## config.mk

```make
export PLATFORM = sky130hd
export DESIGN_NAME = control
export DESIGN_NICKNAME = d
export VERILOG_FILES = /design/src/rtl/control.sv
export SDC_FILE = /design/constraint.sdc
export NUM_CORES = 1
export LEC_CHECK = 0
export BUFFER_PORTS_ARGS = -buffer_cell sky130_fd_sc_hd__buf_2
export CAP_MARGIN = 20
export CORE_MARGIN = 4
export CORE_UTILIZATION = 49
export CTS_CLUSTER_SIZE = 8
export DETAILED_ROUTE_END_ITERATION = 10
export GPL_TIMING_DRIVEN = 0
export PLACE_DENSITY = 0.82
export SYNTH_ARGS = -nofsm -noshare
export SYNTH_HDL_FRONTEND = slang
export SYNTH_SLANG_ARGS = --single-unit
```

## constraint.sdc

```tcl
create_clock -name clk -period 0.9 [get_ports clk]
set_input_delay 0.135 -clock clk [delete_from_list [all_inputs] [get_ports clk]]
set_output_delay 0.135 -clock clk [all_outputs]
set_load 0.01 [all_outputs]
```

## src/rtl/control.sv

```systemverilog
// rtl/control.sv - registered instruction decode for the MIPS32-subset core
module control (
  input  logic       clk,
  input  logic       rst_n,
  input  logic [5:0] opcode,
  input  logic [5:0] funct,
  input  logic [4:0] hint,
  input  logic [4:0] rs,
  input  logic [4:0] rt,
  input  logic [4:0] rd,
  output logic [5:0] alu_op,
  output logic       alu_src,
  output logic [2:0] dm_op,
  output logic       dm_wr,
  output logic       dm_rd,
  output logic [1:0] ext_op,
  output logic [3:0] pc_op,
  output logic [1:0] reg_src,
  output logic [1:0] reg_dst,
  output logic       reg_wr,
  output logic       reg_in,
  output logic       cop0_wr,
  output logic       cop0_rd,
  output logic [2:0] cop0_op
);

  localparam logic [5:0] ALU_ADD = 6'd0, ALU_ADDU = 6'd1, ALU_SUB = 6'd2, ALU_SUBU = 6'd3;
  localparam logic [5:0] ALU_AND = 6'd4, ALU_OR = 6'd5, ALU_XOR = 6'd6, ALU_NOR = 6'd7;
  localparam logic [5:0] ALU_SLT = 6'd8, ALU_SLTU = 6'd9, ALU_SLL = 6'd10, ALU_SRL = 6'd11;
  localparam logic [5:0] ALU_SRA = 6'd12, ALU_LUI = 6'd13;

  logic [5:0] n_alu_op;
  logic       n_alu_src;
  logic [2:0] n_dm_op;
  logic       n_dm_wr;
  logic       n_dm_rd;
  logic [1:0] n_ext_op;
  logic [3:0] n_pc_op;
  logic [1:0] n_reg_src;
  logic [1:0] n_reg_dst;
  logic       n_reg_wr;
  logic       n_reg_in;
  logic       n_cop0_wr;
  logic       n_cop0_rd;
  logic [2:0] n_cop0_op;

  // rd and the shift amount are routed by the datapath, never decoded here
  logic unused_fields;
  assign unused_fields = ^{rd, hint};

  always_comb begin
    n_alu_op  = 6'd0;
    n_alu_src = 1'b0;
    n_dm_op   = 3'd0;
    n_dm_wr   = 1'b0;
    n_dm_rd   = 1'b0;
    n_ext_op  = 2'd0;
    n_pc_op   = 4'd0;
    n_reg_src = 2'd0;
    n_reg_dst = 2'd0;
    n_reg_wr  = 1'b0;
    n_reg_in  = 1'b0;
    n_cop0_wr = 1'b0;
    n_cop0_rd = 1'b0;
    n_cop0_op = 3'd0;

    case (opcode)
      6'h00: begin
        if (funct inside {6'h00, 6'h02, 6'h03, [6'h20:6'h27], 6'h2A, 6'h2B}) begin
          n_reg_wr  = 1'b1;
          n_reg_dst = 2'd1;
        end
        case (funct)
          6'h20: n_alu_op = ALU_ADD;
          6'h21: n_alu_op = ALU_ADDU;
          6'h22: n_alu_op = ALU_SUB;
          6'h23: n_alu_op = ALU_SUBU;
          6'h24: n_alu_op = ALU_AND;
          6'h25: n_alu_op = ALU_OR;
          6'h26: n_alu_op = ALU_XOR;
          6'h27: n_alu_op = ALU_NOR;
          6'h2A: n_alu_op = ALU_SLT;
          6'h2B: n_alu_op = ALU_SLTU;
          6'h00: begin n_alu_op = ALU_SLL; n_reg_in = 1'b1; end
          6'h02: begin n_alu_op = ALU_SRL; n_reg_in = 1'b1; end
          6'h03: begin n_alu_op = ALU_SRA; n_reg_in = 1'b1; end
          6'h08: n_pc_op = 4'd2;
          6'h09: begin
            n_pc_op   = 4'd2;
            n_reg_wr  = 1'b1;
            n_reg_dst = 2'd1;
            n_reg_src = 2'd2;
          end
          6'h0C: begin n_pc_op = 4'd10; n_cop0_op = 3'd4; end
          default: ;
        endcase
      end
      6'h01: begin
        if (rt == 5'd0) n_pc_op = 4'd7;
        else if (rt == 5'd1) n_pc_op = 4'd8;
      end
      6'h02: n_pc_op = 4'd1;
      6'h03: begin
        n_pc_op   = 4'd1;
        n_reg_wr  = 1'b1;
        n_reg_dst = 2'd2;
        n_reg_src = 2'd2;
      end
      6'h04, 6'h05, 6'h06, 6'h07: begin
        n_pc_op  = 4'd3 + {2'b00, opcode[1:0]};
        n_ext_op = 2'd1;
        n_alu_op = ALU_SUBU;
      end
      6'h08, 6'h09, 6'h0A, 6'h0B, 6'h0C, 6'h0D, 6'h0E, 6'h0F: begin
        n_reg_wr  = 1'b1;
        n_alu_src = 1'b1;
        case (opcode[2:0])
          3'd0: begin n_alu_op = ALU_ADD;  n_ext_op = 2'd1; end
          3'd1: begin n_alu_op = ALU_ADDU; n_ext_op = 2'd1; end
          3'd2: begin n_alu_op = ALU_SLT;  n_ext_op = 2'd1; end
          3'd3: begin n_alu_op = ALU_SLTU; n_ext_op = 2'd1; end
          3'd4: n_alu_op = ALU_AND;
          3'd5: n_alu_op = ALU_OR;
          3'd6: n_alu_op = ALU_XOR;
          default: begin n_alu_op = ALU_LUI; n_ext_op = 2'd2; end
        endcase
      end
      6'h10: begin
        if (rs == 5'h00) begin
          n_cop0_rd = 1'b1;
          n_cop0_op = 3'd2;
          n_reg_wr  = 1'b1;
          n_reg_src = 2'd3;
        end else if (rs == 5'h04) begin
          n_cop0_wr = 1'b1;
          n_cop0_op = 3'd1;
        end else if (rs == 5'h10 && funct == 6'h18) begin
          n_pc_op   = 4'd9;
          n_cop0_op = 3'd3;
        end
      end
      6'h20, 6'h21, 6'h23, 6'h24, 6'h25: begin
        n_dm_rd   = 1'b1;
        n_reg_wr  = 1'b1;
        n_reg_src = 2'd1;
        n_alu_src = 1'b1;
        n_ext_op  = 2'd1;
        n_alu_op  = ALU_ADDU;
        case (opcode[2:0])
          3'd0: n_dm_op = 3'd1;
          3'd1: n_dm_op = 3'd3;
          3'd4: n_dm_op = 3'd2;
          3'd5: n_dm_op = 3'd4;
          default: n_dm_op = 3'd0;
        endcase
      end
      6'h28, 6'h29, 6'h2B: begin
        n_dm_wr   = 1'b1;
        n_alu_src = 1'b1;
        n_ext_op  = 2'd1;
        n_alu_op  = ALU_ADDU;
        case (opcode[1:0])
          2'd0: n_dm_op = 3'd1;
          2'd1: n_dm_op = 3'd3;
          default: n_dm_op = 3'd0;
        endcase
      end
      default: ;
    endcase
  end

  always_ff @(posedge clk or negedge rst_n) begin
    if (!rst_n) begin
      alu_op  <= 6'd0;
      alu_src <= 1'b0;
      dm_op   <= 3'd0;
      dm_wr   <= 1'b0;
      dm_rd   <= 1'b0;
      ext_op  <= 2'd0;
      pc_op   <= 4'd0;
      reg_src <= 2'd0;
      reg_dst <= 2'd0;
      reg_wr  <= 1'b0;
      reg_in  <= 1'b0;
      cop0_wr <= 1'b0;
      cop0_rd <= 1'b0;
      cop0_op <= 3'd0;
    end else begin
      alu_op  <= n_alu_op;
      alu_src <= n_alu_src;
      dm_op   <= n_dm_op;
      dm_wr   <= n_dm_wr;
      dm_rd   <= n_dm_rd;
      ext_op  <= n_ext_op;
      pc_op   <= n_pc_op;
      reg_src <= n_reg_src;
      reg_dst <= n_reg_dst;
      reg_wr  <= n_reg_wr;
      reg_in  <= n_reg_in;
      cop0_wr <= n_cop0_wr;
      cop0_rd <= n_cop0_rd;
      cop0_op <= n_cop0_op;
    end
  end

endmodule

```

### Word level (Yosys, flattened, before mapping)

Cells that the tools add are included.

| word-level totals | value |
|---|---|
| bits in registers | 29 |
| bits in latches | 0 |
| memory bits (writable) | 0 |
| ROM bits | 0 |
| output and inout bits | 29 |
| word-level logic and storage cells | 127 |
| memories | 0 |

| operators by class | value |
|---|---|
| add/sub/neg operators | 1 |
| multiply operators | 0 |
| divide/modulo/power cells | 0 |
| magnitude comparators | 2 |
| equality and inequality tests | 49 |
| shift-type cells | 0 |
| multiplexer cells | 39 |
| bitwise operators | 0 |
| reduce and logical (&&, ||, !) cells | 22 |

Operator list:

| kind | number |
|---|---|
| $eq A6 B6 Y1 const B | 17 |
| $eq A6 B4 Y1 const B | 11 |
| $pmux W4 S12 | 1 |
| $pmux W4 S7 | 1 |
| $eq A6 B2 Y1 const B | 4 |
| $eq A6 B3 Y1 const B | 4 |
| $mux W4 | 5 |
| $pmux W4 S5 | 1 |
| $pmux W2 S2 | 4 |
| $pmux W4 S4 | 1 |
| $reduce_or A16 Y1 | 1 |
| $reduce_or A8 Y1 | 2 |
| $reduce_or A14 Y1 | 1 |
| $mux W1 | 13 |
| $eq A6 B5 Y1 const B | 2 |
| $logic_not A6 Y1 | 2 |
| $mux W2 | 6 |
| $pmux W3 S2 | 2 |
| $pmux W3 S4 | 1 |
| $reduce_or A12 Y1 | 1 |
| $logic_not A5 Y1 | 2 |
| $eq A3 B3 Y1 const B | 3 |
| $reduce_or A3 Y1 | 3 |
| $pmux W2 S4 | 1 |
| 20 further kinds | 24 |

### Longest topological paths before layout

| depth | value |
|---|---|
| depth after elaboration | 6 |
| mapped depth | 6 |
| mapped depth without buffers | 6 |

### Worst setup path before layout

OpenSTA, ideal clock, no wires.

| path | value |
|---|---|
| path kind | input to register |
| from | in opcode[0] |
| to | reg reg_wr |
| library setup time | 0.139 ns |
| arrival time | 1.436 ns |
| path slack | -0.675 ns |
| cell stages on the path | 6 |
| cells stage by stage | inv_1 > ha_1 > or2_4 > o21ai_4 > o21ai_2 > or4b_1 |

| between the ends | value |
|---|---|
| cells in the longest elaborated chain, start to end | 3 |
| elaborated cells between the ends (all ways) | 18 |
| those cells by class | 15 x eq/ne; 1 x mux; 2 x reduce/logical |

RTL lines:

| item | RTL line | RTL |
|---|---|---|
| from (decl) | 5 | `input logic [5:0] opcode,` |
| $eq A6 B6 Y1, or another cell as far along | 67 | `case (opcode)` |
| $reduce_or A14 Y1 (no line) | n/a |  |
| $pmux W1 S3 (*) | 67 |  |
| net n_reg_wr | 41 | `logic n_reg_wr;` |
| to (signal assigned) | 198 | `reg_wr <= n_reg_wr;` |
| to (decl) | 20 | `output logic reg_wr,` |

Mark *: on every way through the listed nets, which the timed path passes. The rest lies on a longest branch.

### Worst setup path after layout

| path | value |
|---|---|
| from | in opcode[1] |
| to | reg reg_wr |

The elaborated chain is that of the path after synthesis.

==> results by stage <==
Floorplan:
- The site row count is 18.
- The y dimension of the die is roughly 61 um.
- The chip width is just over 60 um.
- The starting density of the core is 53.2%.
- After floorplanning, the core was sized to cover between 2000 and 3000 um2.
- The floorplan step defined a die boundary enclosing 3690 um2.
- The boundary pin count is 63.

Route:
- The first routing iteration left 87 violations.
- The final antenna-violating net count is 0.
- For this run, the detailed router's first-pass iteration total came to 4.
- Using the TritonRoute via totals, the vias-per-cell ratio works out to between 5 and 6.
- The post-detailed-route wirelength per cell is 16.8 um.
- After detailed routing, the number of remaining DRC violations is 0.
- For this block, the routed nets add up to 4020 um of wire.
- The final route contains 1373 vias.

Timing:
- Across all setup checks in the final design, the least slack found is -0.329 ns.
- At the pin with the least slew margin, the transition time is 0.584 ns.
- Setup violations remaining at the end of the flow were counted as 49.
- The worst max-slew margin expressed relative to the limit is 61.1%.
- The total negative slack is -5.57 ns.
- The final count of hold timing violations is 0.
- After layout, the minimum clock period comes to 1.23 ns.
- The number of pins exceeding their max-slew limit in the final report was 0.
- Setup repair after global routing could not meet its margin everywhere.
- Static timing analysis puts the maximum clock frequency at 0.813 GHz.
- The share of the clock period used by the worst path after layout is 137%.

Power and ir drop:
- The part of the power in the clock network is 22.7%.
- The maximum VDD drop is 0.00115 V.
- Dividing total power by cell area gives a power density of 1070 nW/um2.
- In this run the static leakage power is 1.09 nW.
- The power share of the combinational group is 23.0%.
- The switching part of the total power is between 20% and 30%.
- The net load switching power is about 650 uW.
- The relative contribution of sequential cells to total power is 54.3%.
- Cell internal power was estimated by the tool at between 1.5 and 2 mW.

Synth:
- The number of synthesized flops with an enable pin is 0.
- Synthesis produced a netlist whose cell count is about 130.
- The sequential cell area fraction in the yosys report is 49.5%.
- In this run the cell area of the synthesized design comes to 1370 um2.
- The unique cell type count in the Yosys netlist is 44.
- The number of synthesized register bits is 27.
- In the synthesized netlist the dominant register cell turns out to be dfrtp_1.
- The mean post-synth cell area is 10.2 um2.
- The count of warnings emitted by yosys is 0.
- The share of synthesized flip-flops with an asynchronous set or reset is 100%.

Final layout:
- Counting the fill cells in the layout gives 147.
- The number of antenna diodes in the final layout is 0.
- The post-layout utilization of the core is a little over four fifths.
- The count of nets after finishing is 249.
- Compared with the post-synthesis result, the final layout area differs by 57.7%.
- In the final layout, the share of cells above drive strength 1 is 54.5%.
- The area used by multi-input combinational logic is 817 um2.
- Registers take 676 um2.

Worst hold path:
- The class of the tightest hold or removal check is in2reg.

Place:
- The count of port buffers added during placement is 47.
- The HPWL reported at the end of detailed placement is 2510 um.
- The congestion estimate from routability-driven global placement came to 0.937.

Critical path:
- The category of the worst setup path capture point is a register.
- Along the worst path, the maximum fanout reaches 5.
- Counting both buffers and inverters, the worst setup path holds a total of 2.
- Walking the worst path, the cells encountered are buf_12 -> inv_12 -> ha_4 -> or2_4 -> o21ai_4 -> o21ai_2 -> or4b_1.
- The startpoint type of the worst setup path is an input port.
- The startpoint-to-endpoint class of the critical path is in2reg.
- Data arrives at the worst endpoint at roughly 1.4 ns.
- The required time at the worst-slack endpoint is 1.11 ns.
- For this run, the slowest stage of the critical path takes ~0.5 ns.
- The gate family responsible for the most delay along the worst path is simple AND/OR/NAND/NOR gates.
- The slowest stage of the critical path belongs to the cell or4b_1.

CTS:
- In this run, CTS created clock tree buffers numbering 3.
- The CTS tree is yes.
- The number of buffers on the longest clock path is 2.
- The number of clock sinks seen by CTS is 27.
- Clock-pin slew was measured on the worst setup and hold paths at 0.14 ns.
- The deepest level of the CTS H-tree is 1.
- The cell at the root of the clock tree is clkbuf_4.

Run status:
- The checks that failed: setup timing.
- The flow ran to the end, but the final reports show violations.

Flow run:
- Across the run, the number of max-cap violations was 0.

Global route:
- The via count of the first global-routing pass is 1365.
- The initial antenna violation count is 0.
- The first global-routing pass estimated 6350 um of wire.
- For this run the aggregate overflow at the end of global routing stands at 0.
- Entering global routing, the biggest net connects 28 pins.
- Across every metal layer, demand over resource in global routing totals 23.2%.
## repair_timing
item / 4_1_cts / 5_1_grt
gates resized for setup: 37 / 8
pin swaps: 16 / 4
endpoints found under the hold margin: 27 / 0
setup buffers: 20 / 4
hold buffers: 1 / 0
cloned: 0 / 0
setup endpoints to repair: 50 / 50
## power by group through the flow
stage	sequential, mW	combinational [mW]	clock (mW)
2_1_floorplan	1.29	0.218	0
3_3_place_gp	1.27	0.389	0
3_5_place_dp	1.27	0.404	0
4_1_cts	1.25	0.497	0.523
5_1_grt	1.25	0.576	0.556
6_report	1.25	0.528	0.522
## registers in the layout (all words and copies together), names as in the netlist, 2 cells and up
| register | cells |
|---|---|
| pc_op | 4 |
| reg_dst | 2 |
| reg_src | 2 |
| cop0_op | 3 |
| alu_op | 4 |
| ext_op | 2 |
| dm_op | 3 |
## final timing paths
path	cells after the start	slack [ns]	from	to
min in group asynchronous	2	0.32	rst_n	dm_rd
worst min-delay path	2	0.07	funct[3]	reg_in
worst max-delay path	7	-0.33	opcode[1]	reg_wr
max in group asynchronous	2	0.20	rst_n	cop0_op[1]
## per-stage QoR
step           power, mW  hold slack [ns]  std cells  setup slack [ns]  area (um2)
2_1_floorplan       1.51           -0.161        135            -0.547        1480
3_3_place_gp        1.66            0.145        212            -0.875        1760
3_5_place_dp        1.67            0.169        212            -0.903        1760
4_1_cts             2.27           0.0746        235            -0.321        2080
5_1_grt             2.38           0.0930        239            -0.369        2150
6_report            2.30           0.0735        239            -0.329        2150
## cells by family (layout without fill, tap and decap cells)
logic type / after synthesis / after routing / synth area share [%]
AO/OA/AOI/OAI: 28 / 28 / 15.5
adder cells (fa/ha/maj): 5 / 5 / 4.58
buffers and inverters: 16 / 90 / 5.68
flip-flops: 27 / 27 / 49.5
multiplexers: 1 / 1 / 0.733
other: 1 / 2 / 0.275
AND/OR/NAND/NOR: 56 / 56 / 23.7
## area by class of cell
cell class	count	area share (%)
multi-input cells	92	38.0
flip-flops and latches	27	31.4
repair buffers	70	23.1
well taps	30	1.74
clock buffers	4	1.22
plain buffers	8	2.21
inverters	8	2.33
## synthesized netlist by cell type, types with 2 or more instances
master    instances  area, um2
nand4_1           2       12.5
inv_1             8       30.0
buf_2             2       10.0
nor3_1            7       35.0
a32oi_1           2       17.5
dfrtp_1          27        676
clkbuf_1          3       11.3
o311ai_0          2       17.5
nand2_1           9       33.8
nor2b_1           3       18.8
nand3_1           3       15.0
nand2b_1          4       25.0
ha_1              5       62.6
a21boi_0          2       15.0
a21oi_1           3       15.0
buf_4             2       15.0
o211ai_1          2       15.0
nor4_1            4       25.0
nor4b_1           2       17.5
o32ai_1           2       17.5
and3_1            2       12.5
nor2_1           11       41.3
o21ai_0           6       30.0
## layout by cell type (no fill, tap or decap), types with 2 or more instances in the layout
master,netlist,final
buf_2,2,42
dfrtp_1,27,27
buf_4,2,17
buf_6,1,13
nor2_1,11,10
nand2_1,9,7
inv_1,8,5
nand2b_1,4,4
nor3_2,0,4
o21ai_0,6,4
clkbuf_1,3,3
nor3_1,7,3
a21oi_1,3,3
ha_4,0,3
clkbuf_4,0,3
or2_4,1,2
nor2b_1,3,2
o21ai_4,1,2
nor4_2,0,2
nand4_1,2,2
nand3_2,0,2
o211ai_1,2,2
o21ai_2,1,2
a21boi_0,2,2
and3_1,2,2
o311ai_2,0,2
a32oi_1,2,2
conb_1,1,2
buf_12,0,2
## routing by layer
| metal | up-vias | track usage, % | wire (um) |
|---|---|---|---|
| met5 | - | 0 | 0 |
| met4 | 0 | 10.2 | 114 |
| met3 | 13 | 3.62 | 285 |
| met2 | 69 | 40.6 | 2110 |
| met1 | 662 | 28.0 | 1520 |
| li1 | 629 | - | - |
Note: power is estimated with default switching activity, not from simulation.
